--- src/rtl/psum_pkg.sv ---
// Shared types and constants for the psum_drain output stage.
package psum_pkg;
    typedef enum logic [1:0] {IDLE, ACCUM, DRAIN} state_t;

    localparam int PSUM_W = 32;
    localparam int LANE_W = 16;

    localparam logic SIMD_16X2 = 1'b0;
    localparam logic SIMD_32   = 1'b1;
endpackage

--- src/rtl/psum_lane_add.sv ---
// Per-column psum adder: two independent 16-bit lanes or one 32-bit lane.
// Defining PSUM_DRAIN_SAT_EN turns every add into a signed saturating add.
module psum_lane_add
    import psum_pkg::*;
(
    input  logic [PSUM_W-1:0] a,
    input  logic [PSUM_W-1:0] b,
    input  logic              simd_mode,
    output logic [PSUM_W-1:0] sum
);
    logic [LANE_W-1:0] lo;
    logic [LANE_W-1:0] hi;
    logic [PSUM_W-1:0] wide;

    assign lo   = a[LANE_W-1:0] + b[LANE_W-1:0];
    assign hi   = a[PSUM_W-1:LANE_W] + b[PSUM_W-1:LANE_W];
    assign wide = a + b;

`ifdef PSUM_DRAIN_SAT_EN
    logic              ov_lo;
    logic              ov_hi;
    logic              ov_wide;
    logic [LANE_W-1:0] lo_sat;
    logic [LANE_W-1:0] hi_sat;
    logic [PSUM_W-1:0] wide_sat;

    // Overflow only when both operands share a sign that the result lost; clamp toward that sign.
    assign ov_lo   = (a[LANE_W-1] == b[LANE_W-1]) && (lo[LANE_W-1] != a[LANE_W-1]);
    assign ov_hi   = (a[PSUM_W-1] == b[PSUM_W-1]) && (hi[LANE_W-1] != a[PSUM_W-1]);
    assign ov_wide = (a[PSUM_W-1] == b[PSUM_W-1]) && (wide[PSUM_W-1] != a[PSUM_W-1]);

    assign lo_sat   = ov_lo   ? {a[LANE_W-1], {(LANE_W-1){~a[LANE_W-1]}}} : lo;
    assign hi_sat   = ov_hi   ? {a[PSUM_W-1], {(LANE_W-1){~a[PSUM_W-1]}}} : hi;
    assign wide_sat = ov_wide ? {a[PSUM_W-1], {(PSUM_W-1){~a[PSUM_W-1]}}} : wide;

    assign sum = (simd_mode == SIMD_32) ? wide_sat : {hi_sat, lo_sat};
`else
    assign sum = (simd_mode == SIMD_32) ? wide : {hi, lo};
`endif
endmodule

--- src/rtl/psum_drain.sv ---
// psum_drain: de-skews the bottom PE row, accumulates K-passes per output row and
// queues finished rows for write-back. PSUM_DRAIN_SAT_EN selects saturating adds.
module psum_drain
    import psum_pkg::*;
#(
    parameter int NCOL   = 4,
    parameter int ROWS   = 16,
    parameter int PASS_W = 8
) (
    input  logic                     clk,
    input  logic                     rst_n,
    input  logic                     start,
    input  logic [PASS_W-1:0]        cfg_passes,
    input  logic                     simd_mode,
    input  logic                     sum_in_valid,
    input  logic [NCOL*PSUM_W-1:0]   sum_in,
    output logic                     out_valid,
    input  logic                     out_ready,
    output logic [NCOL*PSUM_W-1:0]   out_data,
    output logic [$clog2(ROWS)-1:0]  out_row,
    output logic                     busy,
    output logic                     overflow
);
    localparam int ROW_W = $clog2(ROWS);
    localparam int DW    = NCOL * PSUM_W;

    state_t            state;
    logic [PASS_W-1:0] passes;
    logic [PASS_W-1:0] pass_cnt;
    logic              simd;
    logic [ROW_W-1:0]  row_cnt;
    logic [NCOL-2:0]   valid_pipe;
    logic [DW-1:0]     beat_data;
    logic [DW-1:0]     acc_in;
    logic [DW-1:0]     lane_sum;
    logic [DW-1:0]     acc [ROWS];

    logic [DW-1:0]     fifo_data [2];
    logic [ROW_W-1:0]  fifo_row [2];
    logic              wr_ptr;
    logic              rd_ptr;
    logic [1:0]        fifo_cnt;
    logic [1:0]        fifo_cnt_next;

    logic accept_start, beat, last_pass, last_row, push, pop, do_push, drop;

    assign accept_start = (state == IDLE) && start;
    assign beat         = valid_pipe[NCOL-2];
    assign last_pass    = (pass_cnt == passes - PASS_W'(1));
    assign last_row     = (row_cnt == ROW_W'(ROWS - 1));
    assign push         = beat && (state == ACCUM) && last_pass;
    assign pop          = out_valid && out_ready;
    assign do_push      = push && ((fifo_cnt != 2'd2) || pop);
    assign drop         = push && !do_push;

    // Column c lags column 0 by c cycles, so it needs NCOL-1-c more stages to line up.
    for (genvar c = 0; c < NCOL; c++) begin : g_skew
        localparam int DEPTH = NCOL - 1 - c;
        if (DEPTH == 0) begin : g_direct
            assign beat_data[c*PSUM_W +: PSUM_W] = sum_in[c*PSUM_W +: PSUM_W];
        end else begin : g_delay
            logic [PSUM_W-1:0] pipe [DEPTH];
            always_ff @(posedge clk) begin
                if (!rst_n) begin
                    for (int i = 0; i < DEPTH; i++) pipe[i] <= '0;
                end else begin
                    pipe[0] <= sum_in[c*PSUM_W +: PSUM_W];
                    for (int i = 1; i < DEPTH; i++) pipe[i] <= pipe[i-1];
                end
            end
            assign beat_data[c*PSUM_W +: PSUM_W] = pipe[DEPTH-1];
        end
    end

    always_ff @(posedge clk) begin
        if (!rst_n || accept_start) begin
            valid_pipe <= '0;
        end else begin
            valid_pipe[0] <= sum_in_valid;
            for (int i = 1; i < NCOL - 1; i++) valid_pipe[i] <= valid_pipe[i-1];
        end
    end

    // Pass 0 adds against zero so a single adder path covers load, accumulate and final.
    assign acc_in = (pass_cnt == '0) ? '0 : acc[row_cnt];

    for (genvar c = 0; c < NCOL; c++) begin : g_add
        psum_lane_add u_add (
            .a         (acc_in[c*PSUM_W +: PSUM_W]),
            .b         (beat_data[c*PSUM_W +: PSUM_W]),
            .simd_mode (simd),
            .sum       (lane_sum[c*PSUM_W +: PSUM_W])
        );
    end

    always_comb begin
        fifo_cnt_next = fifo_cnt;
        if (do_push && !pop)      fifo_cnt_next = fifo_cnt + 2'd1;
        else if (pop && !do_push) fifo_cnt_next = fifo_cnt - 2'd1;
    end

    always_ff @(posedge clk) begin
        if (!rst_n) begin
            state    <= IDLE;
            busy     <= 1'b0;
            overflow <= 1'b0;
            passes   <= '0;
            pass_cnt <= '0;
            row_cnt  <= '0;
            simd     <= 1'b0;
            for (int r = 0; r < ROWS; r++) acc[r] <= '0;
        end else begin
            case (state)
                IDLE: begin
                    if (start) begin
                        state    <= ACCUM;
                        busy     <= 1'b1;
                        overflow <= 1'b0;
                        pass_cnt <= '0;
                        row_cnt  <= '0;
                        passes   <= (cfg_passes == '0) ? PASS_W'(1) : cfg_passes;
                        simd     <= simd_mode;
                    end
                end
                ACCUM: begin
                    if (beat) begin
                        if (last_row) begin
                            row_cnt  <= '0;
                            pass_cnt <= pass_cnt + PASS_W'(1);
                            if (last_pass) state <= DRAIN;
                        end else begin
                            row_cnt <= row_cnt + ROW_W'(1);
                        end
                        if (!last_pass) acc[row_cnt] <= lane_sum;
                    end
                end
                DRAIN: begin
                    if (fifo_cnt_next == 2'd0) begin
                        state <= IDLE;
                        busy  <= 1'b0;
                    end
                end
                default: begin
                    state <= IDLE;
                    busy  <= 1'b0;
                end
            endcase
            if (drop) overflow <= 1'b1;
        end
    end

    always_ff @(posedge clk) begin
        if (!rst_n) begin
            wr_ptr   <= 1'b0;
            rd_ptr   <= 1'b0;
            fifo_cnt <= 2'd0;
            for (int i = 0; i < 2; i++) begin
                fifo_data[i] <= '0;
                fifo_row[i]  <= '0;
            end
        end else begin
            if (do_push) begin
                fifo_data[wr_ptr] <= lane_sum;
                fifo_row[wr_ptr]  <= row_cnt;
                wr_ptr            <= ~wr_ptr;
            end
            if (pop) rd_ptr <= ~rd_ptr;
            fifo_cnt <= fifo_cnt_next;
        end
    end

    assign out_valid = (fifo_cnt != 2'd0);
    assign out_data  = fifo_data[rd_ptr];
    assign out_row   = fifo_row[rd_ptr];
endmodule
--- config.mk ---
export PLATFORM = sky130hd
export DESIGN_NAME = psum_drain
export DESIGN_NICKNAME = d
export VERILOG_FILES = /design/src/rtl/psum_pkg.sv /design/src/rtl/psum_lane_add.sv /design/src/rtl/psum_drain.sv
export SDC_FILE = /design/constraint.sdc
export NUM_CORES = 2
export LEC_CHECK = 0
export BUFFER_PORTS_ARGS = -buffer_cell sky130_fd_sc_hd__buf_2
export CAP_MARGIN = 20
export CORE_MARGIN = 3
export CORE_UTILIZATION = 57
export DETAILED_ROUTE_END_ITERATION = 12
export GPL_ROUTABILITY_DRIVEN = 0
export HOLD_SLACK_MARGIN = 0.03
export PLACE_DENSITY = 0.74
export SLEW_MARGIN = 40
export SYNTH_ARGS = -nofsm -noshare
export SYNTH_HDL_FRONTEND = slang
export SYNTH_HIERARCHICAL = 1
export SYNTH_SLANG_ARGS = --single-unit
--- constraint.sdc ---
create_clock -name clk -period 11.7 [get_ports clk]
set_input_delay 0 -clock clk [delete_from_list [all_inputs] [get_ports clk]]
set_output_delay 0 -clock clk [all_outputs]
set_load 0.03 [all_outputs]
==> flow_summary.yaml <==
outcome:
  outcome: "complete, no violations"
routing:
  vias: 70224
  routed_wl_microns: 330400
  drc_errors: 0
  antenna_left: 0
  vias_per_cell: 6.364
  dr.pass1.iters: 6
  wl_per_cell_microns: 29.94
  first_iter_violations: 9293
setup_path:
  cp_top_family: "buffers and inverters"
  max_stage_delay_ps: 720
  required_ps: 12470
  r2r_end: "acc[8][60]"
  crit_chain: "buf_4 > buf_12 > buf_16 > mux4_2 > mux4_2 > nor2b_1 > ha_1 > inv_1 > fa_1 > nand2b_1 > a21oi_2 > a211o_2 > a32oi_4 > o32a_4 > a41o_1 > mux2i_2 > and2_1"
  cp_max_fo: 78
  crit_path_top_delay_cell: "buf_4"
  critPathKind: "flop to flop"
  critPathCaptureType: "flop"
  crit_cells: 17
  r2r_cells: 17
  r2r_slack_ps: 5390
  crit_path_start_kind: "flop"
  worstSetupEndpoint: "acc[8][60]"
  cp.arrival_ps: 7080
  crit_top_cell: "mux4_2"
  crit_buf_inv: 4
sta:
  skew_ps: 51.29
  finalCritPeriodShare_pct: 53.93
  period_needed_ps: 6310
  drv_slew: 0
  rsz0062_at_grt: "false"
  fmax_mhz: 158.5
  worst_slew_pin_slew_ps: 971.0
  slew_headroom_pct: 35.27
  hold_viol_final: 0
  setup_violations: 0
  hold_ws_ps: 57.54
  setup_tns_ps: 0
yosys:
  synth-seq-cells: 2541
  synth_xor_area_share_pct: 0.9705
  syn_area_sq_um: 117300
  synth.most_common_cell: "and2_1"
  synthTopCellsByArea: "edfxtp_1 59%, and2_1 13%, mux4_2 12%"
  synth_cell_types: 90
  synthSimpleGateAreaFrac_pct: 15.73
  synth-compound-area-share_pct: 2.815
  synthCells: 7750
  synth_top_area_share_pct: 59.18
  yosysWarnings: 6
  ys_seq_area_share_pct: 63.08
  synth_fa_ha_area_share_pct: 1.555
  synth_top_family_by_area: "simple AND/OR/NAND/NOR gates"
  synth_ff_type: "edfxtp_1"
  synthArstFlopShare_pct: 0
  synth-edff-count: 2312
  syn_area_per_cell_sq_um: 15.14
  synth_largest_area_cell: "edfxtp_1"
  synthesis.nets: 8033
  synthMuxAreaShare_pct: 13.62
  synthTopCellsByCount: "2523 x and2_1, 2312 x edfxtp_1, 640 x mux4_2"
power_and_ir_drop:
  p_leak_uw: 0.04934
  finalPower_uw: 19810
  ir_worst_vdd_mv: 0.1646
  cellPowerDensity_nw_per_um2: 147.5
global_routing:
  grt_pass1_vias: 71857
  grt_pass1_wl_microns: 485200
  grt_start_max_net_pins: 131
  antenna_found_initial: 14
  gr-total-overflow: 0
  track_usage_pct: 31.57
floorplan:
  die_y_microns: 459.7
  design.core.area_sq_um: 203400
  rows: 165
  start_util_pct: 57.70
  die_area_sq_um: 211300
  die_w_microns: 459.7
  ios: 277
cts:
  ctsHtreeMaxLevel: 5
  clkTransAtPathRegs_ps: 60
  cts_resized: 0
  clock_latency_ps: 930
  clock_path_buffers: 4
  cts_tree: "built"
  numCtsBuffers: 280
  cts-root-buf: "clkbuf_16"
  clock_sinks: 2541
run:
  cap_viol_max_count: 0
layout:
  layout.area.seq_sq_um: 74030
  fin_nets: 8439
  area_delta_synth_final_pct: 14.52
  fin_area_sq_um: 134400
  drive_gt1_share_pct: 21.22
  multi_input_area_sq_um: 41600
  fill_cells: 13754
placement:
  dpl_cell_area_sq_um: 122900
  io_buffers: 276
  dp.final_hpwl_microns: 172700
worst_hold_path:
  min_path_type: "input pin to flop"
  hold_start: "sum_in[118]"
## flip-flops by register name, indices dropped and copies added (netlist names), named ones only
register / flops
acc: 2048
busy: 1
fifo_cnt: 2
fifo_data: 256
fifo_row: 8
g_skew.g_delay.pipe: 192
overflow: 1
pass_cnt: 8
passes: 8
rd_ptr: 1
row_cnt: 4
simd: 1
state: 2
valid_pipe: 3
wr_ptr: 1
## area by class of cell
cell class	count	area share (%)
Antenna cell	11	0.02049
Multi-Input combinational cell	4537	30.96
Tap cell	2672	2.488
Clock buffer	374	5.755
Clock inverter	104	0.5336
Timing Repair Buffer	731	4.960
Sequential cell	2541	55.10
Inverter	65	0.1816
## report_power, final
| part | total, uW | internal (uW) | switching [uW] | leakage [uW] |
|---|---|---|---|---|
| clock | 8300 | 4820 | 3480 | 0.00415 |
| combinational | 1240 | 466 | 776 | 0.0195 |
| sequential | 10300 | 10200 | 94.5 | 0.0257 |
## layout by cell type, fill, tap and decap left out, types with 22 or more instances in the layout
master / Yosys / routed
buf_4: 1 / 76
buf_12: 0 / 32
clkinv_1: 0 / 49
xor2_1: 41 / 22
dlygate4sd3_1: 0 / 282
o21ai_0: 61 / 49
clkbuf_16: 0 / 291
edfxtp_1: 2312 / 2312
nand3_1: 29 / 29
mux2_2: 136 / 136
nand2_1: 121 / 121
xnor2_1: 89 / 40
clkinv_2: 0 / 36
a21o_1: 46 / 46
mux4_2: 640 / 640
nand4_1: 30 / 30
dfxtp_1: 229 / 223
a21oi_1: 129 / 125
buf_6: 9 / 29
xnor2_2: 0 / 47
nor2b_1: 140 / 140
buf_2: 11 / 275
buf_16: 0 / 29
nor2_1: 95 / 83
and2_1: 2523 / 2523
clkbuf_1: 520 / 68
inv_1: 65 / 65
ha_1: 133 / 133
## routing by layer
metal	vias to the layer above	wire (microns)	share of wire [%]	track usage, %
met4	2	11740	3.6	10.99
met1	35829	121600	37	42.74
met2	4436	160900	49	52.00
li1	29172	-	-	-
met5	-	20	0.0061	0
met3	785	36160	11	5.594
## cells by family (layout without fill, tap and decap cells)
group / count (synthesis) / count (layout)
AO/OA/AOI/OAI: 451 / 451
XOR/XNOR: 130 / 130
adder cells (fa/ha/maj): 141 / 141
buffers and inverters: 672 / 1274
flip-flops: 2541 / 2541
multiplexers: 779 / 779
other: 0 / 11
AND/OR/NAND/NOR: 3036 / 3036
## timing repair
action	CTS	global route
setup buffers	0	0
hold endpoints to repair	452	0
hold buffers	282	0
## worst min-delay path by stage
stage	endpoint	slack (ps)	cells after the start
after floorplan	g_skew[0].g_delay.pipe[0][0]	130	1
after global placement	g_skew[1].g_delay.pipe[0][10]	210	2
after detailed placement	g_skew[1].g_delay.pipe[0][10]	210	2
after CTS	g_skew[2].g_delay.pipe[0][8]	30	3
after global routing	acc[0][118]	90	4
final	acc[0][118]	60	4
## tightest hold or removal path, cell delays in order
cell	delay, ps
buf_2	110
ha_1	250
xor2_2	270
and2_1	190
## through the flow
stage / utilization, % / instances / setup WS [ps]
after floorplan: - / 7750 / 149.8
after global placement: 59.66 / 10222 / 4841
after detailed placement: 60.42 / 10260 / 5354
after CTS: 65.97 / 11020 / 5323
after global routing: 66.06 / 11025 / 5117
final: 66.07 / 11035 / 5390
No activity file was read; power rests on OpenSTA's default activity.
